<file path="config.mk">
export PLATFORM = sky130hd
export DESIGN_NAME = tlul_txn_buffer
export DESIGN_NICKNAME = d
export VERILOG_FILES = /design/src/rtl/tlul_txn_buffer.sv
export SDC_FILE = /design/constraint.sdc
export NUM_CORES = 1
export LEC_CHECK = 0
export ABC_AREA = 1
export CELL_PAD_IN_SITES_DETAIL_PLACEMENT = 0
export CELL_PAD_IN_SITES_GLOBAL_PLACEMENT = 1
export CORE_ASPECT_RATIO = 0.5
export CORE_MARGIN = 8
export CORE_UTILIZATION = 40
export CTS_CLUSTER_SIZE = 25
export DETAILED_ROUTE_END_ITERATION = 16
export GPL_TIMING_DRIVEN = 0
export PLACE_DENSITY_LB_ADDON = 0.15
export SYNTH_ARGS = -nofsm -noshare
export SYNTH_HDL_FRONTEND = slang
export SYNTH_HIERARCHICAL = 1
export SYNTH_SLANG_ARGS = --single-unit
export TNS_END_PERCENT = 50
</file>
<file path="constraint.sdc">
create_clock -name clk_i -period 3.5 [get_ports clk_i]
set_input_delay 0.7 -clock clk_i [delete_from_list [all_inputs] [get_ports clk_i]]
set_output_delay 0.7 -clock clk_i [all_outputs]
set_load 0.01 [all_outputs]
</file>
<file path="src/rtl/tlul_txn_buffer.sv">
// tlul_txn_buffer: registered TL-UL request/response FIFOs with an in-flight transaction limiter.
module tlul_txn_fifo #(
   parameter int W     = 8,
   parameter int Depth = 4
) (
   input  logic         clk_i,
   input  logic         rst_ni,
   input  logic         push,
   input  logic         pop,
   input  logic [W-1:0] wdata,
   output logic [W-1:0] rdata,
   output logic         full,
   output logic         empty
);
   localparam int PW = $clog2(Depth) + 1;
   logic [W-1:0]  mem [Depth];
   logic [PW-1:0] wptr, rptr;
   always_ff @(posedge clk_i or negedge rst_ni) begin
      if (!rst_ni) begin
         wptr <= '0;
         rptr <= '0;
      end else begin
         if (push) wptr <= wptr + PW'(1);
         if (pop) rptr <= rptr + PW'(1);
      end
   end
   always_ff @(posedge clk_i) begin
      if (push) mem[wptr[PW-2:0]] <= wdata;
   end
   assign rdata = mem[rptr[PW-2:0]];
   // Extra wrap bit distinguishes full from empty when the addresses coincide.
   assign full  = (wptr[PW-2:0] == rptr[PW-2:0]) && (wptr[PW-1] != rptr[PW-1]);
   assign empty = wptr == rptr;
endmodule

module tlul_txn_buffer #(
   parameter int AW             = 32,
   parameter int DW             = 32,
   parameter int AIW            = 8,
   parameter int ReqDepth       = 4,
   parameter int RspDepth       = 4,
   parameter int MaxOutstanding = 4,
   localparam int DBW = DW / 8,
   localparam int APW = 3 + AW + DW + DBW + AIW,
   localparam int DPW = 3 + DW + AIW + 1,
   localparam int CW  = $clog2(MaxOutstanding + 1)
) (
   input  logic           clk_i,
   input  logic           rst_ni,
   input  logic           host_a_valid_i,
   output logic           host_a_ready_o,
   input  logic [APW-1:0] host_a_pl_i,
   output logic           dev_a_valid_o,
   input  logic           dev_a_ready_i,
   output logic [APW-1:0] dev_a_pl_o,
   input  logic           dev_d_valid_i,
   output logic           dev_d_ready_o,
   input  logic [DPW-1:0] dev_d_pl_i,
   output logic           host_d_valid_o,
   input  logic           host_d_ready_i,
   output logic [DPW-1:0] host_d_pl_o,
   output logic [CW-1:0]  outstanding_o,
   output logic           limit_hit_o
);
   logic a_full, a_empty, d_full, d_empty, a_push, a_pop, d_push, d_pop;
   logic [CW-1:0] cnt;
   assign host_a_ready_o = !a_full;
   assign dev_a_valid_o  = !a_empty && (cnt < CW'(MaxOutstanding));
   assign dev_d_ready_o  = !d_full;
   assign host_d_valid_o = !d_empty;
   assign a_push = host_a_valid_i && host_a_ready_o;
   assign a_pop  = dev_a_valid_o && dev_a_ready_i;
   assign d_push = dev_d_valid_i && dev_d_ready_o;
   assign d_pop  = host_d_valid_o && host_d_ready_i;
   tlul_txn_fifo #(.W(APW), .Depth(ReqDepth)) u_a_fifo (
      .clk_i(clk_i), .rst_ni(rst_ni), .push(a_push), .pop(a_pop),
      .wdata(host_a_pl_i), .rdata(dev_a_pl_o), .full(a_full), .empty(a_empty)
   );
   tlul_txn_fifo #(.W(DPW), .Depth(RspDepth)) u_d_fifo (
      .clk_i(clk_i), .rst_ni(rst_ni), .push(d_push), .pop(d_pop),
      .wdata(dev_d_pl_i), .rdata(host_d_pl_o), .full(d_full), .empty(d_empty)
   );
   // A response arriving with nothing in flight must not wrap the counter.
   always_ff @(posedge clk_i or negedge rst_ni) begin
      if (!rst_ni) cnt <= '0;
      else if (a_pop && !d_pop) cnt <= cnt + CW'(1);
      else if (d_pop && !a_pop && cnt != '0) cnt <= cnt - CW'(1);
   end
   assign outstanding_o = cnt;
   assign limit_hit_o   = cnt == CW'(MaxOutstanding);
endmodule

</file>
==> flow_summary.toml, run 1 <==
[status]
outcome = "finished, final reports clean"

[die]
std_cell_rows = 59
core-area_mm2 = 0.0518
start_util_pct = 40.4
dieHeight_um = 178
die_w_um = 339
die_area_mm2 = 0.0603
io_pins = 260

[placement]
dpl_cell_area_mm2 = 0.0246
port_buffers = 259
gp_congestion = 0.736
dpl.cell_count = 2774
hpwl_um = 30900
place_ws_ns = 0.395

[critical_path]
critPathArrivalTime_ns = 2.61
rr_worst_depth = 11
crit_type = "flop to output pin"
regToRegSetupSlack_ns = 0.47
r2r_start = "u_a_fifo/rptr[1]$_DFFE_PN0P_"
required_ns = 2.80
worstReg2RegEnd = "u_a_fifo/mem[1][70]$_DFFE_PP_"
endpoint_kind = "output pin"
startpoint_type = "flop"
critPathMaxFanout = 10

[global_routing]
gr-usage-all-layers_pct = 16.3
gr-total-overflow = 0
grt_start_max_net_pins = 53
antenna_found_initial = 2
grt_pass1_wl_um = 75700
grt_pass1_vias = 12697

[routing]
drtAntennaViolNets = 0
drt-total-wl_um = 49900
drcViolationCount = 0
num_vias = 12911
viasPerCell = 4.52
drt_iter0_markers = 592
drt-pass1-iter-count = 4
avgRoutedWirePerCell_um = 17.5

[flow_run]
maxCapViolCount = 0

[clock_network]
postCtsSetupBuffers = 0
cts.sinks = 507
cts-hold-fix-buffers = 0
ctsResizeCount = 0
root_buffer = "clkbuf_16"
htree_levels = 2
clk_path_buf_depth = 3
numCtsBuffers = 47
worstSkewPairLatency_ns = 0.57
cts_tree = "built"
clk_pin_slew_ns = 0.06

[final_layout]
fillers = 4660
layout-drive-gt1-share_pct = 8.72
final_nets = 2262
syn2layout_area_growth_pct = 24.6
fin_area_mm2 = 0.0261
antennaDiodeCount = 0
final_cells = 2858

[timing]
fin_crit_ns = 3.31
fin_crit_sh_pct = 94.5
finalSetupViolCount = 0
fin_skew_ns = 0.0194
setup_tns_ns = 0
finalHoldViolations = 0
slew_violations = 0
timing.final.ws_setup_ns = 0.193
worst_slew_pin_slew_ns = 0.801
fmax_ghz = 0.302
rsz0062_at_grt = "no"
max_slew_margin_pct = 46.5
hold_slack_ns = 0.533

[synth]
netlist_area_mm2 = 0.0209
synthArstFlopShare_pct = 2.96
yosys_warnings = 6
synth-seq-cells = 507
dominantRegCellSynth = "edfxtp_1"
synthCells = 1806
synth_edf_count = 492
ys_top_cells_by_area = "edfxtp_1, nand2_1, nand3_1, inv_1, or2_0"
yosysMostFrequentCell = "nand2_1"
syn_avg_cell_area_um2 = 11.6
synthDistinctLibCells = 26
ys_top_cells_by_count = "nand2_1, edfxtp_1, inv_1, nand3_1, or2_0"
syn_nets = 1946
yosysTopAreaCell = "edfxtp_1"
yosys.area.top_type_share_pct = 70.6
ys_seq_area_share_pct = 72.4

[min_path]
hold_start = "u_a_fifo/wptr[2]$_DFFE_PN0P_"
hp-class = "flop to flop"
hold_end = "u_a_fifo/wptr[2]$_DFFE_PN0P_"
hold_depth = 1

[pwr]
peakVddDrop_mv = 0.507
leakage_nw = 10.5
power.density_mw_per_mm2 = 882
-- area by class of cell --
type	count	area [um^2]	area share (%)
clock inverters	27	220	0.845
clock buffers	57	1260	4.82
flip-flops and latches	507	15100	58.1
plain buffers	82	507	1.94
well taps	701	877	3.37
multi-input cells	1065	4690	18.0
inverters	152	583	2.24
repair buffers	267	2780	10.7
-- cell families (layout without fill, tap and decap cells) --
family | after synthesis | after routing | synth area share [%]
and+or+nand+nor | 1038 | 1038 | 21.1
DFF | 507 | 507 | 72.4
buffers and inverters | 234 | 585 | 5.16
xor gates and xnor gates | 12 | 12 | 0.502
adders and majority gates | 11 | 11 | 0.694
AOI/OAI and AO/OA | 4 | 4 | 0.0957
-- critical path, stage by stage (launching register included) --
cell	delay, ns
dfrtp_1	0.41
buf_6	0.15
inv_2	0.21
buf_2	0.29
nand2_1	0.08
nand2_1	0.06
nand2_1	0.07
nor2_1	0.21
nor2_4	0.09
clkdlybuf4s50_1	0.49
-- cells in the final DEF (no fill, tap or decap), types with 4 or more instances in the layout --
cell | netlist | final
buf_6 | 12 | 12
or2_2 | 29 | 29
o21ai_0 | 4 | 4
ha_1 | 10 | 10
clkbuf_2 | 5 | 5
nand3_1 | 126 | 126
nor2_1 | 7 | 7
clkdlybuf4s50_1 | 0 | 259
clkinv_2 | 0 | 5
nand2_1 | 772 | 772
xnor2_1 | 4 | 4
clkbuf_1 | 15 | 23
xor2_1 | 8 | 8
buf_4 | 16 | 16
buf_12 | 0 | 4
edfxtp_1 | 492 | 492
inv_4 | 1 | 5
inv_1 | 145 | 137
nand2_2 | 5 | 5
buf_2 | 34 | 34
inv_2 | 6 | 10
buf_16 | 0 | 4
or2_0 | 69 | 69
dfrtp_1 | 15 | 15
bufinv_16 | 0 | 4
clkbuf_16 | 0 | 49
clkinv_1 | 0 | 16
or2_1 | 25 | 25
-- registers in the layout, indices dropped and copies added, names as in the netlist --
register,flops
u_d_fifo/rptr,3
u_a_fifo/rptr,3
u_a_fifo/wptr,3
u_a_fifo/mem,316
outstanding_o,3
u_d_fifo/mem,176
u_d_fifo/wptr,3
-- stage by stage --
| stage | util (%) | power, W |
|---|---|---|
| 5_1_grt | 50.3 | 0.0245 |
| 3_3_place_gp | 47.1 | 0.0183 |
| 4_1_cts | 50.3 | 0.0234 |
| 3_5_place_dp | 47.4 | 0.0184 |
| 6_report | 50.3 | 0.0230 |
| 2_1_floorplan | - | 0.0136 |
-- how the worst max path moves through the flow --
| stage | startpoint | endpoint | slack [ns] | cells after the start |
|---|---|---|---|---|
| floorplan | u_a_fifo/rptr[0]$_DFFE_PN0P_ | u_a_fifo/mem[3][0]$_DFFE_PP_ | 0.1 | 11 |
| global placement | u_a_fifo/rptr[1]$_DFFE_PN0P_ | u_a_fifo/mem[0][7]$_DFFE_PP_ | -1.67 | 10 |
| detailed placement | u_a_fifo/rptr[1]$_DFFE_PN0P_ | u_a_fifo/mem[1][10]$_DFFE_PP_ | 0.40 | 11 |
| CTS | u_a_fifo/rptr[0]$_DFFE_PN0P_ | dev_a_valid_o | 0.07 | 9 |
| global route | u_a_fifo/rptr[0]$_DFFE_PN0P_ | dev_a_valid_o | 0.03 | 9 |
| finish | u_a_fifo/rptr[0]$_DFFE_PN0P_ | dev_a_valid_o | 0.19 | 9 |
-- layer usage --
| metal | vias to the layer above | wire length, um | GRT usage [%] |
|---|---|---|---|
| met1 | 6094 | 20700 | 19.4 |
| met2 | 221 | 26200 | 30.5 |
| met3 | 71 | 2030 | 3.03 |
| met5 | - | 27 | 0 |
| li1 | 6521 | - | - |
| met4 | 4 | 957 | 3.70 |
-- power by group --
| part | total, W | internal (W) | switching (W) |
|---|---|---|---|
| Sequential | 0.00840 | 0.00810 | 0.000298 |
| Clock | 0.00497 | 0.00283 | 0.00214 |
| Combinational | 0.00962 | 0.00396 | 0.00566 |
| Total | 0.0230 | 0.0149 | 0.00810 |
No activity file was read; power rests on OpenSTA's default activity.
==> run 2: changes to the inputs <==
--- a/config.mk
+++ b/config.mk
@@ -15,6 +15,7 @@
 export DETAILED_ROUTE_END_ITERATION = 16
 export GPL_TIMING_DRIVEN = 0
 export PLACE_DENSITY_LB_ADDON = 0.15
+export SKIP_LAST_GASP = 1
 export SYNTH_ARGS = -nofsm -noshare
 export SYNTH_HDL_FRONTEND = slang
 export SYNTH_HIERARCHICAL = 1
==> results of run 2 <==
The final DEF is identical to that of run 1; final timing and power are the same.
